$ cat config.mk
export PLATFORM = sky130hd
export DESIGN_NAME = ps2_keycode_rx_flat
export DESIGN_NICKNAME = d
export VERILOG_FILES = /design/src/rtl/ps2_pkg.sv /design/src/rtl/ps2_keycode_rx_if.sv /design/src/rtl/ps2_frame_rx.sv /design/src/rtl/ps2_keycode_rx.sv /design/src/flat_wrapper.sv
export SDC_FILE = /design/constraint.sdc
export NUM_CORES = 1
export LEC_CHECK = 0
export BUFFER_PORTS_ARGS = -buffer_cell sky130_fd_sc_hd__buf_2
export CAP_MARGIN = 5
export CORE_MARGIN = 4
export CORE_UTILIZATION = 50
export CTS_BUF_LIST = sky130_fd_sc_hd__clkbuf_16
export DETAILED_ROUTE_END_ITERATION = 7
export PLACE_DENSITY = 0.7
export SYNTH_ARGS = -nofsm -noshare
export SYNTH_HDL_FRONTEND = slang
export SYNTH_SLANG_ARGS = --single-unit
export TNS_END_PERCENT = 5
$ cat constraint.sdc
create_clock -name Clk -period 1.8 [get_ports Clk]
set_input_delay 0.27 -clock Clk [delete_from_list [all_inputs] [get_ports Clk]]
set_output_delay 0.27 -clock Clk [all_outputs]
set_load 0.05 [all_outputs]
$ cat src/rtl/ps2_pkg.sv
// Shared constants, frame-state encoding and parity helper for the PS/2 keycode receiver.
// Parity checking is enabled by defining PS2_PARITY_CHECK_EN.
package ps2_pkg;

   localparam int unsigned BYTE_W     = 8;
   localparam logic [7:0]  BREAK_CODE = 8'hF0;
   localparam logic [7:0]  EXT_CODE   = 8'hE0;
   localparam logic [7:0]  NO_KEY     = 8'h00;

   typedef enum logic [1:0] {
      IDLE   = 2'd0,
      DATA   = 2'd1,
      PARITY = 2'd2,
      STOP   = 2'd3
   } frame_state_e;

   // PS/2 uses odd parity over the data byte plus the parity bit.
   function automatic logic odd_parity_ok(input logic [BYTE_W-1:0] data, input logic par);
      return ^{data, par};
   endfunction

endpackage

$ cat src/rtl/ps2_keycode_rx_if.sv
// Decoded key bus from the PS/2 receiver to the game control logic.
interface ps2_keycode_rx_if;
   logic [7:0] keycode;
   logic       extended;
   logic       key_event;
   logic       make;
   logic       frame_err;

   modport master (output keycode, extended, key_event, make, frame_err);
   modport slave  (input  keycode, extended, key_event, make, frame_err);
endinterface

$ cat src/rtl/ps2_frame_rx.sv
// PS/2 line synchronizers, falling-edge detect, 11-bit frame FSM and mid-frame timeout.
// Defining PS2_PARITY_CHECK_EN makes odd parity part of frame validation.
module ps2_frame_rx
   import ps2_pkg::*;
#(
   parameter int unsigned SYNC_STAGES    = 2,
   parameter int unsigned TIMEOUT_CYCLES = 5000
) (
   input  logic              i_clk,
   input  logic              i_rst_n,
   input  logic              i_ps2_clk,
   input  logic              i_ps2_data,
   output logic [BYTE_W-1:0] o_byte_c,
   output logic              o_byte_done_c,
   output logic              o_frame_err_c
);

   localparam int unsigned     CNT_W    = $clog2(TIMEOUT_CYCLES + 1);
   localparam logic [CNT_W-1:0] CNT_LAST = CNT_W'(TIMEOUT_CYCLES - 1);

   logic [SYNC_STAGES-1:0] r_clk_sync;
   logic [SYNC_STAGES-1:0] r_data_sync;
   logic                   r_clk_prev;
   frame_state_e           r_state;
   logic [2:0]             r_bit_cnt;
   logic [BYTE_W-1:0]      r_shift;
   logic [CNT_W-1:0]       r_to_cnt;
`ifdef PS2_PARITY_CHECK_EN
   logic                   r_parity;
`endif

   logic w_clk_s;
   logic w_data_s;
   logic w_edge;
   logic w_timeout;
   logic w_stop;
   logic w_par_ok;

   assign w_clk_s   = r_clk_sync[SYNC_STAGES-1];
   assign w_data_s  = r_data_sync[SYNC_STAGES-1];
   assign w_edge    = r_clk_prev & ~w_clk_s;
   assign w_timeout = (r_state != IDLE) && !w_edge && (r_to_cnt == CNT_LAST);
   assign w_stop    = w_edge && (r_state == STOP);

`ifdef PS2_PARITY_CHECK_EN
   assign w_par_ok = odd_parity_ok(r_shift, r_parity);
`else
   assign w_par_ok = 1'b1;
`endif

   assign o_byte_c      = r_shift;
   assign o_byte_done_c = w_stop && w_data_s && w_par_ok;
   assign o_frame_err_c = (w_stop && !(w_data_s && w_par_ok)) || w_timeout;

   // Synchronizers idle high so reset never fabricates a falling edge.
   always_ff @(posedge i_clk or negedge i_rst_n) begin
      if (!i_rst_n) begin
         r_clk_sync  <= '1;
         r_data_sync <= '1;
         r_clk_prev  <= 1'b1;
         r_state     <= IDLE;
         r_bit_cnt   <= 3'd0;
         r_shift     <= '0;
         r_to_cnt    <= '0;
`ifdef PS2_PARITY_CHECK_EN
         r_parity    <= 1'b0;
`endif
      end else begin
         r_clk_sync  <= {r_clk_sync[SYNC_STAGES-2:0], i_ps2_clk};
         r_data_sync <= {r_data_sync[SYNC_STAGES-2:0], i_ps2_data};
         r_clk_prev  <= w_clk_s;

         if (w_edge || (r_state == IDLE) || w_timeout) r_to_cnt <= '0;
         else                                          r_to_cnt <= r_to_cnt + CNT_W'(1);

         if (w_timeout) begin
            r_state <= IDLE;
         end else if (w_edge) begin
            case (r_state)
               IDLE: begin
                  if (!w_data_s) begin
                     r_state   <= DATA;
                     r_bit_cnt <= 3'd0;
                  end
               end
               DATA: begin
                  r_shift   <= {w_data_s, r_shift[BYTE_W-1:1]};
                  r_bit_cnt <= r_bit_cnt + 3'd1;
                  if (r_bit_cnt == 3'd7) r_state <= PARITY;
               end
               PARITY: begin
`ifdef PS2_PARITY_CHECK_EN
                  r_parity <= w_data_s;
`endif
                  r_state  <= STOP;
               end
               default: r_state <= IDLE;
            endcase
         end
      end
   end

endmodule

$ cat src/rtl/ps2_keycode_rx.sv
// PS/2 keyboard receiver: frame deframing plus break/extended prefix decode of the held key.
// Defining PS2_PARITY_CHECK_EN rejects frames with bad odd parity.
module ps2_keycode_rx
   import ps2_pkg::*;
#(
   parameter int unsigned SYNC_STAGES    = 2,
   parameter int unsigned TIMEOUT_CYCLES = 5000
) (
   input  logic                    Clk,
   input  logic                    Reset,
   input  logic                    ps2_clk,
   input  logic                    ps2_data,
   ps2_keycode_rx_if.master        kbd
);

   logic [BYTE_W-1:0] w_byte;
   logic              w_byte_done_c;
   logic              w_frame_err_c;

   logic [BYTE_W-1:0] r_keycode;
   logic              r_extended;
   logic              r_key_event;
   logic              r_make;
   logic              r_frame_err;
   logic              r_break_pend;
   logic              r_ext_pend;

   ps2_frame_rx #(
      .SYNC_STAGES    (SYNC_STAGES),
      .TIMEOUT_CYCLES (TIMEOUT_CYCLES)
   ) u_frame_rx (
      .i_clk         (Clk),
      .i_rst_n       (Reset),
      .i_ps2_clk     (ps2_clk),
      .i_ps2_data    (ps2_data),
      .o_byte_c      (w_byte),
      .o_byte_done_c (w_byte_done_c),
      .o_frame_err_c (w_frame_err_c)
   );

   // Prefix bytes only arm flags; a plain byte is a make unless a break is pending.
   always_ff @(posedge Clk or negedge Reset) begin
      if (!Reset) begin
         r_keycode    <= NO_KEY;
         r_extended   <= 1'b0;
         r_key_event  <= 1'b0;
         r_make       <= 1'b0;
         r_frame_err  <= 1'b0;
         r_break_pend <= 1'b0;
         r_ext_pend   <= 1'b0;
      end else begin
         r_key_event <= 1'b0;
         r_frame_err <= w_frame_err_c;
         if (w_byte_done_c) begin
            if (w_byte == BREAK_CODE) begin
               r_break_pend <= 1'b1;
            end else if (w_byte == EXT_CODE) begin
               r_ext_pend <= 1'b1;
            end else if (r_break_pend) begin
               // Releasing a key other than the held one leaves the outputs alone.
               if ((w_byte == r_keycode) && (r_ext_pend == r_extended)) begin
                  r_keycode   <= NO_KEY;
                  r_extended  <= 1'b0;
                  r_key_event <= 1'b1;
                  r_make      <= 1'b0;
               end
               r_break_pend <= 1'b0;
               r_ext_pend   <= 1'b0;
            end else begin
               r_keycode   <= w_byte;
               r_extended  <= r_ext_pend;
               r_key_event <= 1'b1;
               r_make      <= 1'b1;
               r_ext_pend  <= 1'b0;
            end
         end
      end
   end

   assign kbd.keycode   = r_keycode;
   assign kbd.extended  = r_extended;
   assign kbd.key_event = r_key_event;
   assign kbd.make      = r_make;
   assign kbd.frame_err = r_frame_err;

endmodule

$ cat src/flat_wrapper.sv
// flat-port wrapper written by rule: the top's interface ports become plain ports
module ps2_keycode_rx_flat import ps2_pkg::*;
#(
   parameter int unsigned SYNC_STAGES    = 2,
   parameter int unsigned TIMEOUT_CYCLES = 5000
)
  (Clk, Reset, ps2_clk, ps2_data, kbd_keycode, kbd_extended, kbd_key_event, kbd_make, kbd_frame_err);
  ps2_keycode_rx_if kbd_i ();
  input  logic Clk;
  input  logic Reset;
  input  logic ps2_clk;
  input  logic ps2_data;
  output wire logic [$bits(kbd_i.keycode)-1:0] kbd_keycode;
  output wire logic [$bits(kbd_i.extended)-1:0] kbd_extended;
  output wire logic [$bits(kbd_i.key_event)-1:0] kbd_key_event;
  output wire logic [$bits(kbd_i.make)-1:0] kbd_make;
  output wire logic [$bits(kbd_i.frame_err)-1:0] kbd_frame_err;
  assign kbd_keycode = kbd_i.keycode;
  assign kbd_extended = kbd_i.extended;
  assign kbd_key_event = kbd_i.key_event;
  assign kbd_make = kbd_i.make;
  assign kbd_frame_err = kbd_i.frame_err;
  ps2_keycode_rx #(.SYNC_STAGES(SYNC_STAGES), .TIMEOUT_CYCLES(TIMEOUT_CYCLES)) u_core (.Clk(Clk), .Reset(Reset), .ps2_clk(ps2_clk), .ps2_data(ps2_data), .kbd(kbd_i));
endmodule
* Word level (Yosys, flattened, before mapping) *
Cells that the tools add are included.

word-level totals
  bits in registers = 45
  output and inout port bits = 12

operators by class
  $add $sub $neg = 2
  eq/ne operators = 14
  reduce and logical (&&, ||, !) cells = 21
  mux-type cells = 21
  bitwise logic cells = 5

operators with widths
  operator               count
  $eq 8x8->1 const B     2
  $mux 8                 2
  $add 13x1->13 const B  1
  $eq 13x13->1 const B   1
  $mux 13                1
  $mux 1                 11
  $eq 8x8->1             1
  $mux 2                 4
  $reduce_and 4->1       2
  $logic_and 1x1->1      6
  $ne 3x3->1 const B     2
  $pmux 2 s3             1
  $pmux 3 s2             1
  $reduce_and 3->1       2
  $reduce_bool 2->1      3
  $eq 2x2->1 const B     2
  $ne 2x2->1 const B     2
  $not 1->1              4
  $reduce_and 2->1       2
  $add 3x1->3 const B    1
  $eq 3x3->1 const B     1
  $logic_or 1x1->1       3
  $mux 3                 1
  $eq 2x1->1 const B     1
  other kinds (5)        6

* Logic depth before layout (Yosys ltp) *
  depth after elaboration = 7
  depth in mapped cells = 6
  depth with buffers taken out = 6

* Modules after synthesis *
From an unflattened synthesis, not the netlist that was laid out.

second synthesis, totals
  cells, all modules = 194
  area, all modules = 2,112.0 µm²

by module, submodules not included
  module          cells an instance  times used  area each (µm²)
  ps2_frame_rx    122                1           1,406.3
  ps2_keycode_rx  72                 1           705.7

* Worst setup path before layout *
Ideal clock, no wire load.

  path type = register to register
  from = register u_core.r_keycode[7], in the netlist u_core.kbd.keycode[7]
  to = register u_core.r_keycode[0], in the netlist u_core.kbd.keycode[0]
  setup time = 0.127 ns
  setup slack = 0.228 ns
  period minus slack after synthesis = 1.572 ns
  arrival time = 1.445 ns
  required time = 1.673 ns
  cell stages (with the launch flop) = 6
  buffers on the path = 1
  path through = dfrtp_1 xnor2_1 nand3_1 nor4_2 buf_2 o21ai_1

on the way
  cells in the longest elaborated chain, start to end = 4

ends and longest elaborated chain
  element                            line                  text
  start: declaration                 ps2_keycode_rx.sv:20  logic [BYTE_W-1:0] r_keycode;
  start signal: assignment           ps2_keycode_rx.sv:70  r_keycode <= w_byte;
  $eq 8x8->1                         ps2_keycode_rx.sv:61  if ((w_byte == r_keycode) && (r_ext_pend == r_extended)) begin
  $logic_and 1x1->1                  ps2_keycode_rx.sv:61
  $ne 2x2->1 (no source line)        n/a
  $reduce_and 4->1 (no source line)  n/a

No other way between the ends.
A chain may end at the register's enable or synchronous reset.

* Final worst setup path *
  from = register u_core.u_frame_rx.r_state[0]
  to = register u_core.u_frame_rx.r_bit_cnt[0]

on the way
  cells in the longest elaborated chain, start to end = 5

ends and longest elaborated chain
  element                            line                text
  start: declaration                 ps2_frame_rx.sv:24  frame_state_e r_state;
  start signal: assignment           ps2_frame_rx.sv:61  r_state <= IDLE;
  start signal: assignment           ps2_frame_rx.sv:77  r_state <= IDLE;
  start signal: assignment           ps2_frame_rx.sv:82  r_state <= DATA;
  $reduce_bool 2->1                  ps2_frame_rx.sv:42  assign w_timeout = (r_state != IDLE) && !w_edge && (r_to_cnt == CNT_LAST);
  $logic_and 1x1->1 (2 in a row)     ps2_frame_rx.sv:42
  $not 1->1 (no source line)         n/a
  $reduce_and 4->1 (no source line)  n/a
  end signal: assignment             ps2_frame_rx.sv:88  r_bit_cnt <= r_bit_cnt + 3'd1;
  end: declaration                   ps2_frame_rx.sv:25  logic [2:0] r_bit_cnt;

Several ways; a longest one is shown, not always the timed one.

==> metrics <==
pin count of the biggest net entering global routing=28; WL met3=approximately 190 µm; first-pass GRT wire length=around 7100 µm; initial core utilization=between 50% and 60%; clock slew at reported path FFs=0.06 ns; wl on met1=approximately 1800 µm; DIE HEIGHT=between 70 and 80 µm; overall routing resource usage=between 15 and 20%; CTS tree=built; Pint=~2200 µW; Post-Route Utilization=between 50% and 60%; Post-synth EDFFs=0; setup bufs post-CTS=0; post-DP HPWL=roughly 2900 µm; Iter 0 DRT Violations=50; Fmax achieved=between 600 and 700 MHz; sequential share of power=between 40% and 50%; final hold violations=0; Fin Hold WS=between 0.08 and 0.09 ns; Net Sw Frac=between 30% and 40%; routed wl met2=about 2000 µm; RSZ-0062 raised after global routing=false; Pins Over Slew Limit=0; mean post-synth cell area=11.05 µm²; fin area=between 0.002 and 0.0025 mm²; hold depth=1; Ys Warns=0; IO Port Bufs=15; PD cells=roughly 1400 mW/mm²; worst vdd rail ir drop=around 0.00054 V; Area after DPL=about 0.0023 mm²; switching pwr=between 1000 and 1500 µW; Syn-to-layout area delta=12.94%; nature of the critical path startpoint=flop; # setup viols final=0; total gr overflow=0; CTS Buf Count=5; FP Rows=23; Logic pwr share=32.0%; max incr delay on CP=approximately 0.43 ns; R2R cell count=6; CP max-delay cell=dfrtp_1; drc violations=0; CP top delay family=flip-flops; io pins=16; DRT Pass-1 Iters=4; routed length per instance=roughly 15 µm; data arrival time of the worst path=between 1.5 and 2 ns; worst hold start=ps2_clk; Max Root-Sink Buffers=2; diodes inserted=0; crit path cell chain=inv_1, ha_1, and2_1, nor2_1, o21ai_0, mux2_2; Clock Latency Late Sink=approximately 0.28 ns; Worst Skew=0.005885 ns; Primary FF master, synth=dfrtp_1; dpl cells=approximately 260; crit path time final=between 1.5 and 2 ns; Nets=227; Synth cell types=42; worst r2r dst=u_core.u_frame_rx.r_bit_cnt[0]; CP Capture Type=flop; H-tree Lvls=2; crit path max fanout=5; WHS Endpoint=u_core.u_frame_rx.r_clk_sync[0]; fin crit share=~91%; critical path class=flop to flop; layout cell share with drive strength beyond 1=a little over a fifth; Max-Cap Viols=0; vias in the first global route=about 1.6k; post-route insts no fill=approximately 270; Detail Route Antenna Nets=0; Yosys reg bits=45; synthesized instance count=between 150 and 200; Post-synth ARST share=100.0%; Worst-Margin Slew=0.4843 ns; clock sinks=45; mapped cell area=0.002166 mm²; Die Width=about 74 µm; initial antenna violation count=0; WP data required=between 1.5 and 2 ns; syn nets=roughly 210; die area=~0.0054 mm²; crit path buf inv count=1; Vias=1495; Slew HR=between 60% and 70%; CTS Root Cell=clkbuf_16; GP Congestion=slightly below 0.9; Via density=around 5.6; post-synthesis sequential area ratio=a little over half; core area=a little over 0.004 mm²; Min-Delay Path Class=primary input to flop; final wirelength=approximately 4000 µm; Leak Pwr=approximately 0.0011 µW; FF-to-FF Start=u_core.u_frame_rx.r_state[0]; clock share of power=around 24%; setup TNS=0 ns; Highest Signal Layer=met4; status=complete, no violations; setup slack, reg-to-reg=~0.16 ns
state kept, by name (all words and copies together), names as in the netlist:
| name | cells |
|---|---|
| u_core.r_break_pend | 1 |
| u_core.kbd.extended | 1 |
| u_core.u_frame_rx.r_state | 2 |
| u_core.u_frame_rx.r_to_cnt | 13 |
| u_core.u_frame_rx.o_byte_c | 8 |
| u_core.kbd.key_event | 1 |
| u_core.u_frame_rx.r_clk_prev | 1 |
| u_core.u_frame_rx.r_data_sync | 2 |
| u_core.kbd.keycode | 8 |
| u_core.u_frame_rx.r_bit_cnt | 3 |
| u_core.u_frame_rx.r_clk_sync | 2 |
| u_core.kbd.make | 1 |
| u_core.r_ext_pend | 1 |
| u_core.kbd.frame_err | 1 |
metal layers:
metal | track usage [%] | vias up
met2 | 28.15 | 33
met3 | 4.925 | 12
met1 | 20.02 | 726
met5 | 0 | -
li1 | - | 724
met4 | 7.847 | 0
through the flow:
stage,setup slack (ns),total power [µW]
final,0.1564,3540
after global routing,0.01520,3759
after CTS,0.1208,3563
after detailed placement,0.1347,2696
after global placement,0.2070,2618
after floorplan,0.2285,2398
power by group through the flow:
| stage | Clock, µW | Sequential (µW) | Combinational [µW] |
|---|---|---|---|
| 2_1_floorplan | 0 | 1670 | 725 |
| 3_3_place_gp | 0 | 1530 | 1090 |
| 3_5_place_dp | 0 | 1560 | 1130 |
| 4_1_cts | 874 | 1550 | 1140 |
| 5_1_grt | 923 | 1590 | 1250 |
| 6_report | 860 | 1550 | 1130 |
how the worst max path moves through the flow:
stage / end / start / depth (start not counted) / slack [ns]
after detailed placement: u_core.kbd.keycode[7] / u_core.u_frame_rx.r_state[0] / 5 / 0.13
after floorplan: u_core.kbd.keycode[0] / u_core.kbd.keycode[7] / 5 / 0.23
after CTS: u_core.kbd.keycode[7] / u_core.u_frame_rx.r_state[0] / 5 / 0.12
final: u_core.u_frame_rx.r_bit_cnt[0] / u_core.u_frame_rx.r_state[0] / 6 / 0.16
after global placement: u_core.u_frame_rx.r_bit_cnt[0] / u_core.u_frame_rx.r_clk_sync[1] / 4 / 0.21
after global routing: u_core.kbd.extended / u_core.u_frame_rx.r_state[1] / 5 / 0.02
placed cells by master, fill, tap and decap left out, types with 2 or more instances in the layout:
master      n
dfrtp_1    40
o21ai_1    10
mux2_2      7
nand4_1     3
nand2b_1    2
xor2_1      5
ha_1        7
clkinv_2    2
xnor2_1    15
a22oi_1    10
clkbuf_16   5
buf_2      15
nor2_1     20
a22o_1      2
nor3_1      5
nand2_1    17
dfstp_2     5
o21ai_0     6
a21oi_1     2
and3_1      3
inv_1       7
nand3_1     7
synthesized netlist by cell type (all sizes together) (2+ instances only):
cell type   n  area share [%]
nand2b      2            0.58
nand3       7             1.6
nor2       20             3.5
o21ai      16             3.7
xor2        5             2.0
mux2        7             3.6
dfrtp      40              46
ha          7             4.0
dfstp       5             6.1
nor3        7             2.4
a21oi       2            0.46
inv         6             1.0
nand4       4             1.4
buf         4             1.4
and2        2            0.64
and3        3            0.87
nand2      17             2.9
xnor2      15             6.1
a22o        2            0.81
a22oi      10             3.5
nor4        2            0.87
final cells by class:
cell class              count  area (µm²)
multi-input cells         140       977.2
clock inverters             3       13.76
well taps                  50       62.56
fillers                   352        1640
inverters                   6       22.52
clock buffers               5       125.1
flip-flops and latches     45        1132
repair buffers             18       112.6
logic make-up (layout without fill, tap and decap cells):
kind of cell	count (synthesis)	count (layout)	synth area share, %
compound gates	35	35	10.92
xor+xnor	20	20	8.088
fa+ha+maj	7	7	4.044
buf+inv	11	32	2.657
flops	45	45	52.28
mux	7	7	3.640
simple gates	71	71	18.37
what timing repair did:
action / CTS / global route
hold endpoints to repair: 18 / 0
gates resized for setup: 0 / 1
setup endpoints to repair: 0 / 3
hold buffers: 1 / 0
No activity file was read; power rests on OpenSTA's default activity.
